--- src/rtl/sbox_scheduler.sv ---
// -----------------------------------------------------------------------------
// sbox_scheduler
//
// Time-multiplexes one shared combinational AES S-box between two requesters:
// the cipher state path (16-byte SubBytes jobs) and the key schedule
// (4-byte SubWord jobs). One byte is substituted per clock. Between jobs the
// arbiter alternates when both sides wait; the first contended grant after
// reset goes to the side chosen by KEY_PRIORITY.
//
// Ports
//   clk          : sole clock, rising edge
//   reset        : asynchronous, active-high reset
//   st_req       : state job request (level, held until st_ack)
//   st_data      : 128-bit state, byte i = st_data[127-8i -: 8]
//   st_ack       : combinational, high in the cycle st_data is captured
//   st_result    : substituted state, same byte order
//   st_done      : one-cycle pulse, st_result complete
//   ks_req       : key-schedule job request (level, held until ks_ack)
//   ks_word      : 32-bit word, byte i = ks_word[31-8i -: 8]
//   ks_ack       : combinational, high in the cycle ks_word is captured
//   ks_result    : substituted word
//   ks_done      : one-cycle pulse, ks_result complete
//   sbox_addr    : byte presented to the shared S-box (0 when idle)
//   sbox_result  : S-box output for sbox_addr, same cycle
//   busy         : high while a job is running
// -----------------------------------------------------------------------------
module sbox_scheduler #(
    parameter int KEY_PRIORITY = 1
) (
    input  logic         clk,
    input  logic         reset,
    input  logic         st_req,
    input  logic [127:0] st_data,
    output logic         st_ack,
    output logic [127:0] st_result,
    output logic         st_done,
    input  logic         ks_req,
    input  logic [31:0]  ks_word,
    output logic         ks_ack,
    output logic [31:0]  ks_result,
    output logic         ks_done,
    output logic [7:0]   sbox_addr,
    input  logic [7:0]   sbox_result,
    output logic         busy
);

    typedef enum logic [1:0] {
        IDLE   = 2'd0,
        ST_RUN = 2'd1,
        KS_RUN = 2'd2
    } state_t;

    state_t         state_q, state_d;
    logic [3:0]     cnt_q, cnt_d;

    // Captured job bytes. A key-schedule word is parked in the top 32 bits so
    // both job types read their byte cnt from the same place.
    logic [127:0]   cap_q;
    logic [7:0]     cap_bytes [16];

    logic [127:0]   st_result_q, st_result_d;
    logic [31:0]    ks_result_q, ks_result_d;
    logic           st_done_q;
    logic           ks_done_q;

    // Arbitration history: has anything been granted since reset, and was the
    // most recent grant the key schedule.
    logic           served_any_q;
    logic           last_ks_q;

    logic           prefer_ks;
    logic           grant_st;
    logic           grant_ks;
    logic           accept;

    // ------------------------------------------------------------------
    // Arbitration (meaningful only in IDLE)
    // ------------------------------------------------------------------
    always_comb begin
        prefer_ks = served_any_q ? !last_ks_q : (KEY_PRIORITY != 0);
        grant_ks  = ks_req && (!st_req || prefer_ks);
        grant_st  = st_req && (!ks_req || !prefer_ks);
        accept    = (state_q == IDLE) && (grant_st || grant_ks);
    end

    // ------------------------------------------------------------------
    // FSM: state register
    // ------------------------------------------------------------------
    always_ff @(posedge clk or posedge reset) begin
        if (reset) begin
            state_q <= IDLE;
            cnt_q   <= 4'd0;
        end else begin
            state_q <= state_d;
            cnt_q   <= cnt_d;
        end
    end

    // ------------------------------------------------------------------
    // FSM: next state
    // ------------------------------------------------------------------
    always_comb begin
        state_d = state_q;
        cnt_d   = cnt_q;
        case (state_q)
            IDLE: begin
                cnt_d = 4'd0;
                if (grant_ks) begin
                    state_d = KS_RUN;
                end else if (grant_st) begin
                    state_d = ST_RUN;
                end
            end
            ST_RUN: begin
                if (cnt_q == 4'd15) begin
                    state_d = IDLE;
                    cnt_d   = 4'd0;
                end else begin
                    cnt_d = cnt_q + 4'd1;
                end
            end
            KS_RUN: begin
                if (cnt_q == 4'd3) begin
                    state_d = IDLE;
                    cnt_d   = 4'd0;
                end else begin
                    cnt_d = cnt_q + 4'd1;
                end
            end
            default: begin
                state_d = IDLE;
                cnt_d   = 4'd0;
            end
        endcase
    end

    // ------------------------------------------------------------------
    // FSM: outputs
    // ------------------------------------------------------------------
    // Acks are masked by reset so every output reads zero while reset is held,
    // even if a requester keeps its request raised.
    always_comb begin
        busy      = (state_q != IDLE);
        st_ack    = (state_q == IDLE) && grant_st && !reset;
        ks_ack    = (state_q == IDLE) && grant_ks && !reset;
        sbox_addr = busy ? cap_bytes[cnt_q] : 8'h00;
    end

    // ------------------------------------------------------------------
    // Byte views of the capture register
    // ------------------------------------------------------------------
    generate
        for (genvar gi = 0; gi < 16; gi++) begin : g_cap_bytes
            assign cap_bytes[gi] = cap_q[127-8*gi -: 8];
        end
    endgenerate

    // ------------------------------------------------------------------
    // Result byte write enables: each result byte changes only in the cycle
    // its own job presents that byte index; all other bytes hold.
    // ------------------------------------------------------------------
    generate
        for (genvar gi = 0; gi < 16; gi++) begin : g_st_bytes
            assign st_result_d[127-8*gi -: 8] =
                (state_q == ST_RUN && cnt_q == 4'(gi)) ? sbox_result
                                                       : st_result_q[127-8*gi -: 8];
        end
        for (genvar gi = 0; gi < 4; gi++) begin : g_ks_bytes
            assign ks_result_d[31-8*gi -: 8] =
                (state_q == KS_RUN && cnt_q == 4'(gi)) ? sbox_result
                                                       : ks_result_q[31-8*gi -: 8];
        end
    endgenerate

    // ------------------------------------------------------------------
    // Datapath registers
    // ------------------------------------------------------------------
    always_ff @(posedge clk or posedge reset) begin
        if (reset) begin
            cap_q        <= 128'd0;
            st_result_q  <= 128'd0;
            ks_result_q  <= 32'd0;
            st_done_q    <= 1'b0;
            ks_done_q    <= 1'b0;
            served_any_q <= 1'b0;
            last_ks_q    <= 1'b0;
        end else begin
            st_result_q <= st_result_d;
            ks_result_q <= ks_result_d;
            // Done fires in the cycle after the final byte write.
            st_done_q   <= (state_q == ST_RUN) && (cnt_q == 4'd15);
            ks_done_q   <= (state_q == KS_RUN) && (cnt_q == 4'd3);
            if (accept) begin
                cap_q        <= grant_ks ? {ks_word, 96'd0} : st_data;
                served_any_q <= 1'b1;
                last_ks_q    <= grant_ks;
            end
        end
    end

    assign st_result = st_result_q;
    assign ks_result = ks_result_q;
    assign st_done   = st_done_q;
    assign ks_done   = ks_done_q;

endmodule
--- config.mk ---
export PLATFORM = sky130hd
export DESIGN_NAME = sbox_scheduler
export DESIGN_NICKNAME = d
export VERILOG_FILES = /design/src/rtl/sbox_scheduler.sv
export SDC_FILE = /design/constraint.sdc
export NUM_CORES = 1
export LEC_CHECK = 0
export ABC_AREA = 1
export BUFFER_PORTS_ARGS = -buffer_cell sky130_fd_sc_hd__buf_2
export CAP_MARGIN = 30
export CORE_ASPECT_RATIO = 2
export CORE_MARGIN = 4
export CORE_UTILIZATION = 55
export CTS_BUF_LIST = sky130_fd_sc_hd__clkbuf_4 sky130_fd_sc_hd__clkbuf_8 sky130_fd_sc_hd__clkbuf_16
export CTS_CLUSTER_DIAMETER = 40
export DETAILED_ROUTE_END_ITERATION = 12
export PLACE_DENSITY = 0.83
export SKIP_CTS_REPAIR_TIMING = 1
export SLEW_MARGIN = 20
export SYNTH_ARGS = -nofsm -noshare
export SYNTH_HDL_FRONTEND = slang
export SYNTH_SLANG_ARGS = --single-unit
export TNS_END_PERCENT = 5
--- constraint.sdc ---
create_clock -name clk -period 24.2 [get_ports clk]
set_clock_uncertainty 0.1 [all_clocks]
set_input_delay 4.84 -clock clk [delete_from_list [all_inputs] [get_ports clk]]
set_output_delay 4.84 -clock clk [all_outputs]
set_load 0.02 [all_outputs]
==> out/qor.csv, run 1 <==
metric,value,unit
final_cells,2110,
end_kind,output port,
seq_area,7460,sq um
synth_cell_types,27,
cts_tree,built,
p_leak,0.00802,uW
synthAdderAreaFrac,0.668,%
grt_pass1_wl,60300,um
wl_per_cell,18.6,um
status,finished clean,
routed.top_layer,met4,
areaGrowthSynthToFinish,20.6,%
critPathRequiredTime,19260,ps
cellPowerDensity,116,nW/um^2
arrival,5880,ps
fin_nets,1987,
ys_warn_count,0,
drv_cap,0,
clkTransAtPathRegs,60,ps
yosysSeqAreaShare,56.9,%
crit_fanout,86,
drcViolationCount,0,
vias_per_cell,5.54,
finalMaxSlewViolations,0,
wl_met1,13700,um
dr_total_vias,11700,
synth.avg_cell_area,8.60,sq um
hold_path_class,reg -> reg,
grt_overflow,0,
fin_tns_setup,0,ps
wl_met2,20500,um
critPathKind,in -> out,
maxSlewHeadroom,39.3,%
post-dp-hpwl,27300,um
clock-sinks,298,
die_area,26500,sq um
grt_usage,29.1,%
grt_pass1_vias,11700,
final_area,15800,sq um
place_area,14800,sq um
worst_slew_pin_slew,911,ps
io_buffers,344,
dr.first_iter.drc_count,1181,
clk_latency,550,ps
cts_inserted_buffers,29,
htree_num_levels,1,
reg2reg_slack,21060,ps
utilization,67.5,%
placedCellCount,2056,
clk_path_buf_depth,3,
fin_crit_sh,44.7,%
die_h,226,um
routed_wl,39300,um
fmax,92.4,MHz
wl_met3,2620,um
antenna_found_initial,0,
ant_nets,0,
setup_violations,0,
period_needed,10820,ps
fillerInstances,1887,
drt-pass1-iter-count,6,
grt_max_degree,120,
synthCells,1525,
die-width,117,um
critPathLaunchType,input pin,
drive_gt1_share,24.7,%
syn_area,13100,sq um
rsz0062_at_grt,false,
initial_core_util,56.0,%
yosys.area_share.simple,20.2,%
routabilityCongestion,0.875,
synthXorXnorAreaFrac,0.134,%
synth_top_family_by_area,simple AND/OR/NAND/NOR gates,
core_area,23400,sq um
ys_seq_elements,298,
multiInputGateArea,4540,sq um
hold_violations,0,
diodes,0,
synth_compound_area_share,13.5,%
rows,79,
totalPowerFinal,1840,uW
synth_mux_area_share,0,%
ir_drop,68.4,uV
cts-root-buf,clkbuf_16,
io_pins,345,
synth_nets,1704,
[final cells by class]
cell class	instances	share of cell area, %
multi-input combinational	965	28.7
sequential	298	47.1
tap	283	2.24
timing repair buffer	359	12.2
inverter	155	3.73
clock buffer	37	5.20
clock inverter	13	0.838
[through the flow]
| stage | hold WS [ps] | worst slack, ps |
|---|---|---|
| floorplan | 364 | 7380 |
| global placement | 361 | 13340 |
| detailed placement | 367 | 13330 |
| CTS | 382 | 13330 |
| global route | 404 | 13230 |
| finish | 383 | 13380 |
[state kept, by name (all words and copies together) (netlist names)]
signal / flops
ks_result: 32
cap_bytes: 128
state_q: 2
st_result: 128
ks_done: 1
cnt_q: 4
served_any_q: 1
st_done: 1
last_ks_q: 1
[synthesized netlist by cell type (all sizes together)]
| master | number | area, sq um |
|---|---|---|
| a21oi | 35 | 198 |
| dfrtp | 298 | 7460 |
| nand3 | 163 | 816 |
| nor2 | 95 | 410 |
| clkbuf | 47 | 176 |
| xor2 | 2 | 17.5 |
| o211ai | 1 | 7.51 |
| o22ai | 32 | 200 |
| buf | 60 | 377 |
| nand2 | 368 | 1410 |
| nor3 | 1 | 10.0 |
| o21ai | 260 | 1360 |
| inv | 155 | 582 |
| ha | 7 | 87.6 |
| or2 | 1 | 6.26 |
[final timing paths]
check | depth (start not counted) | to | from
worst max-delay path | 5 | st_ack | reset
worst min-delay path | 2 | st_result[41] | st_result[41]
worst max register to register | 9 | cap_bytes[11] | state_q[1]
worst min register to register | 2 | st_result[41] | st_result[41]
max in group asynchronous | 3 | st_done | reset
min in group asynchronous | 2 | cap_bytes[115] | reset
[power by group]
| group | switching [uW] | leakage, uW | total, uW | internal (uW) |
|---|---|---|---|---|
| sequential | 57.3 | 0.00326 | 709 | 652 |
| clock | 202 | 0.000473 | 456 | 254 |
| combinational | 463 | 0.00429 | 677 | 213 |
| total | 722 | 0.00802 | 1840 | 1120 |
[logic make-up after synthesis]
kind of cell,after synthesis
simple gates,628
compound gates,328
flops,298
buf+inv,262
fa+ha+maj,7
xor+xnor,2
[cells in the final DEF, fill, tap and decap left out, types with 5 or more instances in the layout]
| cell type | n |
|---|---|
| a21oi_1 | 29 |
| a21oi_2 | 6 |
| buf_2 | 344 |
| buf_4 | 10 |
| clkbuf_16 | 29 |
| clkbuf_8 | 6 |
| dfrtp_1 | 297 |
| ha_1 | 7 |
| inv_1 | 151 |
| nand2_1 | 362 |
| nand3_1 | 163 |
| nor2_1 | 87 |
| nor2_4 | 5 |
| o21ai_0 | 241 |
| o21ai_2 | 16 |
| o22ai_1 | 32 |
[routing by layer]
layer,up-vias,GRT usage [%]
met3,136,4.51
li1,5444,-
met1,5590,33.7
met4,0,16.6
met2,526,50.3
met5,-,0
[worst max-delay path, stage by stage]
cell     delay (ps)
buf_2           130
inv_8           420
nand3_1         130
a21oi_1         140
buf_2           180
Note: power is estimated with default switching activity, not from simulation.
==> run 2: changes to the inputs <==
--- a/config.mk
+++ b/config.mk
@@ -10,11 +10,11 @@
 export CAP_MARGIN = 30
 export CORE_ASPECT_RATIO = 2
 export CORE_MARGIN = 4
-export CORE_UTILIZATION = 55
+export CORE_UTILIZATION = 48
 export CTS_BUF_LIST = sky130_fd_sc_hd__clkbuf_4 sky130_fd_sc_hd__clkbuf_8 sky130_fd_sc_hd__clkbuf_16
 export CTS_CLUSTER_DIAMETER = 40
 export DETAILED_ROUTE_END_ITERATION = 12
-export PLACE_DENSITY = 0.83
+export PLACE_DENSITY = 0.77
 export SKIP_CTS_REPAIR_TIMING = 1
 export SLEW_MARGIN = 20
 export SYNTH_ARGS = -nofsm -noshare
==> constraint.sdc (replaced) <==
create_clock -name clk -period 9.9 [get_ports clk]
set_clock_uncertainty 0.1 [all_clocks]
set_input_delay 1.98 -clock clk [delete_from_list [all_inputs] [get_ports clk]]
set_output_delay 1.98 -clock clk [all_outputs]
set_load 0.02 [all_outputs]
==> run 2 against run 1 <==
Against the previous run: largest power group unchanged; final cell count grew 2.9%; largest cell class unchanged; power grew 150%; critical endpoint is now ks_ack; final area grew 0.40%.
==> out/qor.csv, run 2 (synthesis gave the netlist of run 1 again) <==
metric,value,unit,change
finalMaxSlewViolations,0,,unchanged
cts_tree,built,,
critPathRequiredTime,7820,ps,-11440 ps
clkTransAtPathRegs,70,ps,about the same
final_common_cell,nand2_1,,
grt_max_degree,207,,+73%
io_buffers,344,,unchanged
wl_per_cell,18.6,um,-0.12%
drive_gt1_share,24.6,%,-0.12 points
setup_violations,0,,unchanged
drcViolationCount,0,,unchanged
mostFrequentLayoutCells,"nand2_1 (362), buf_2 (344), dfrtp_1 (297)",,
arrival,3000,ps,-2880 ps
grt_overflow,0,,unchanged
die-width,125,um,+6.6%
ant_nets,0,,unchanged
fin_nets,1983,,-0.20%
critPathLaunchType,input pin,,
ir_drop,192,uV,+180%
maxSlewHeadroom,36.7,%,-2.6 points
rsz0062_at_grt,false,,
fin_crit_sh,51.3,%,
die_h,242,um,+6.8%
hold_path_class,reg -> reg,,
vias_per_cell,5.34,,-3.7%
cts-root-buf,clkbuf_16,,
seq_area,7460,sq um,unchanged
end_kind,output port,,
post-dp-hpwl,28400,um,+3.9%
core_area,26900,sq um,+15%
fillerInstances,2394,,+27%
period_needed,5080,ps,
multiInputGateArea,4540,sq um,unchanged
drv_cap,0,,unchanged
fmax,197,MHz,
diodes,0,,unchanged
clk_latency,540,ps,about the same
htree_num_levels,1,,unchanged
clk_path_buf_depth,3,,unchanged
antenna_found_initial,0,,unchanged
routed_wl,40400,um,+2.8%
areaGrowthSynthToFinish,21.1,%,
drt-pass1-iter-count,5,,-1
clock-sinks,298,,unchanged
worst_slew_pin_slew,950,ps,+39.2 ps
grt_pass1_vias,11700,,+0.12%
grt_usage,26.1,%,-3.0 points
initial_core_util,48.7,%,-7.2 points
dr_total_vias,11600,,-0.86%
io_pins,345,,unchanged
rows,85,,+7.6%
cts_inserted_buffers,28,,-3.4%
grt_pass1_wl,63700,um,+5.6%
utilization,59.0,%,-8.5 points
dr.first_iter.drc_count,995,,-16%
die_area,30200,sq um,+14%
hold_violations,0,,unchanged
cellPowerDensity,286,nW/um^2,+150%
crit_fanout,43,,-50%
status,finished clean,,
critPathKind,in -> out,,
fin_tns_setup,0,ps,unchanged
routabilityCongestion,0.880,,+0.56%
p_leak,0.00802,uW,about the same
-- run 2: per-layer routing --
layer | global-route usage [%] | vias up | part of all wire [%]
met3 | 3.84 | 106 | 5.7
li1 | - | 5453 | -
met2 | 48.1 | 482 | 54
met5 | 0 | - | 0
met1 | 28.7 | 5554 | 35
met4 | 14.0 | 0 | 5.8
-- run 2: critical path, cell delays in order --
cell	delay [ps]
buf_2	120
nand3_1	120
nand2_4	250
nor2_1	170
inv_1	100
nor2_1	90
buf_2	160
-- run 2: metrics by stage --
| stage | instances | total power (uW) | setup slack (ps) | cell area (sq um) | hold WS (ps) |
|---|---|---|---|---|---|
| after floorplan | 1525 | 2890 | 1180 | 13100 | 364 |
| after global placement | 2119 | 3330 | 4800 | 14800 | 362 |
| after detailed placement | 2119 | 3380 | 4810 | 14800 | 368 |
| after CTS | 2169 | 4560 | 4800 | 15800 | 384 |
| after global routing | 2172 | 4860 | 4660 | 15900 | 398 |
| final | 2172 | 4550 | 4820 | 15900 | 382 |
-- run 2: layout make-up --
class	count	share of cell area (%)
clock buffers	37	5.07
clock inverters	13	1.20
inverters	155	3.69
multi-input cells	965	28.6
flip-flops and latches	298	47.0
well taps	348	2.74
repair buffers	356	11.8
-- run 2: path summary, 6_finish.rpt --
kind | from | end | slack [ps] | cells past startpoint
max in group asynchronous | reset | st_result[93] | 6190 | 6
worst min register to register | ks_result[11] | ks_result[11] | 380 | 2
worst max register to register | cnt_q[0] | st_result[97] | 7240 | 7
worst min-delay path | ks_result[11] | ks_result[11] | 380 | 2
min in group asynchronous | reset | cnt_q[2] | 1590 | 3
worst max-delay path | st_req | ks_ack | 4820 | 7
-- run 2: power by group --
group / internal [uW] / total [uW] / switching [uW] / leakage [uW]
combinational: 511 / 1650 / 1140 / 0.00425
clock: 681 / 1160 / 478 / 0.000499
sequential: 1590 / 1740 / 144 / 0.00326
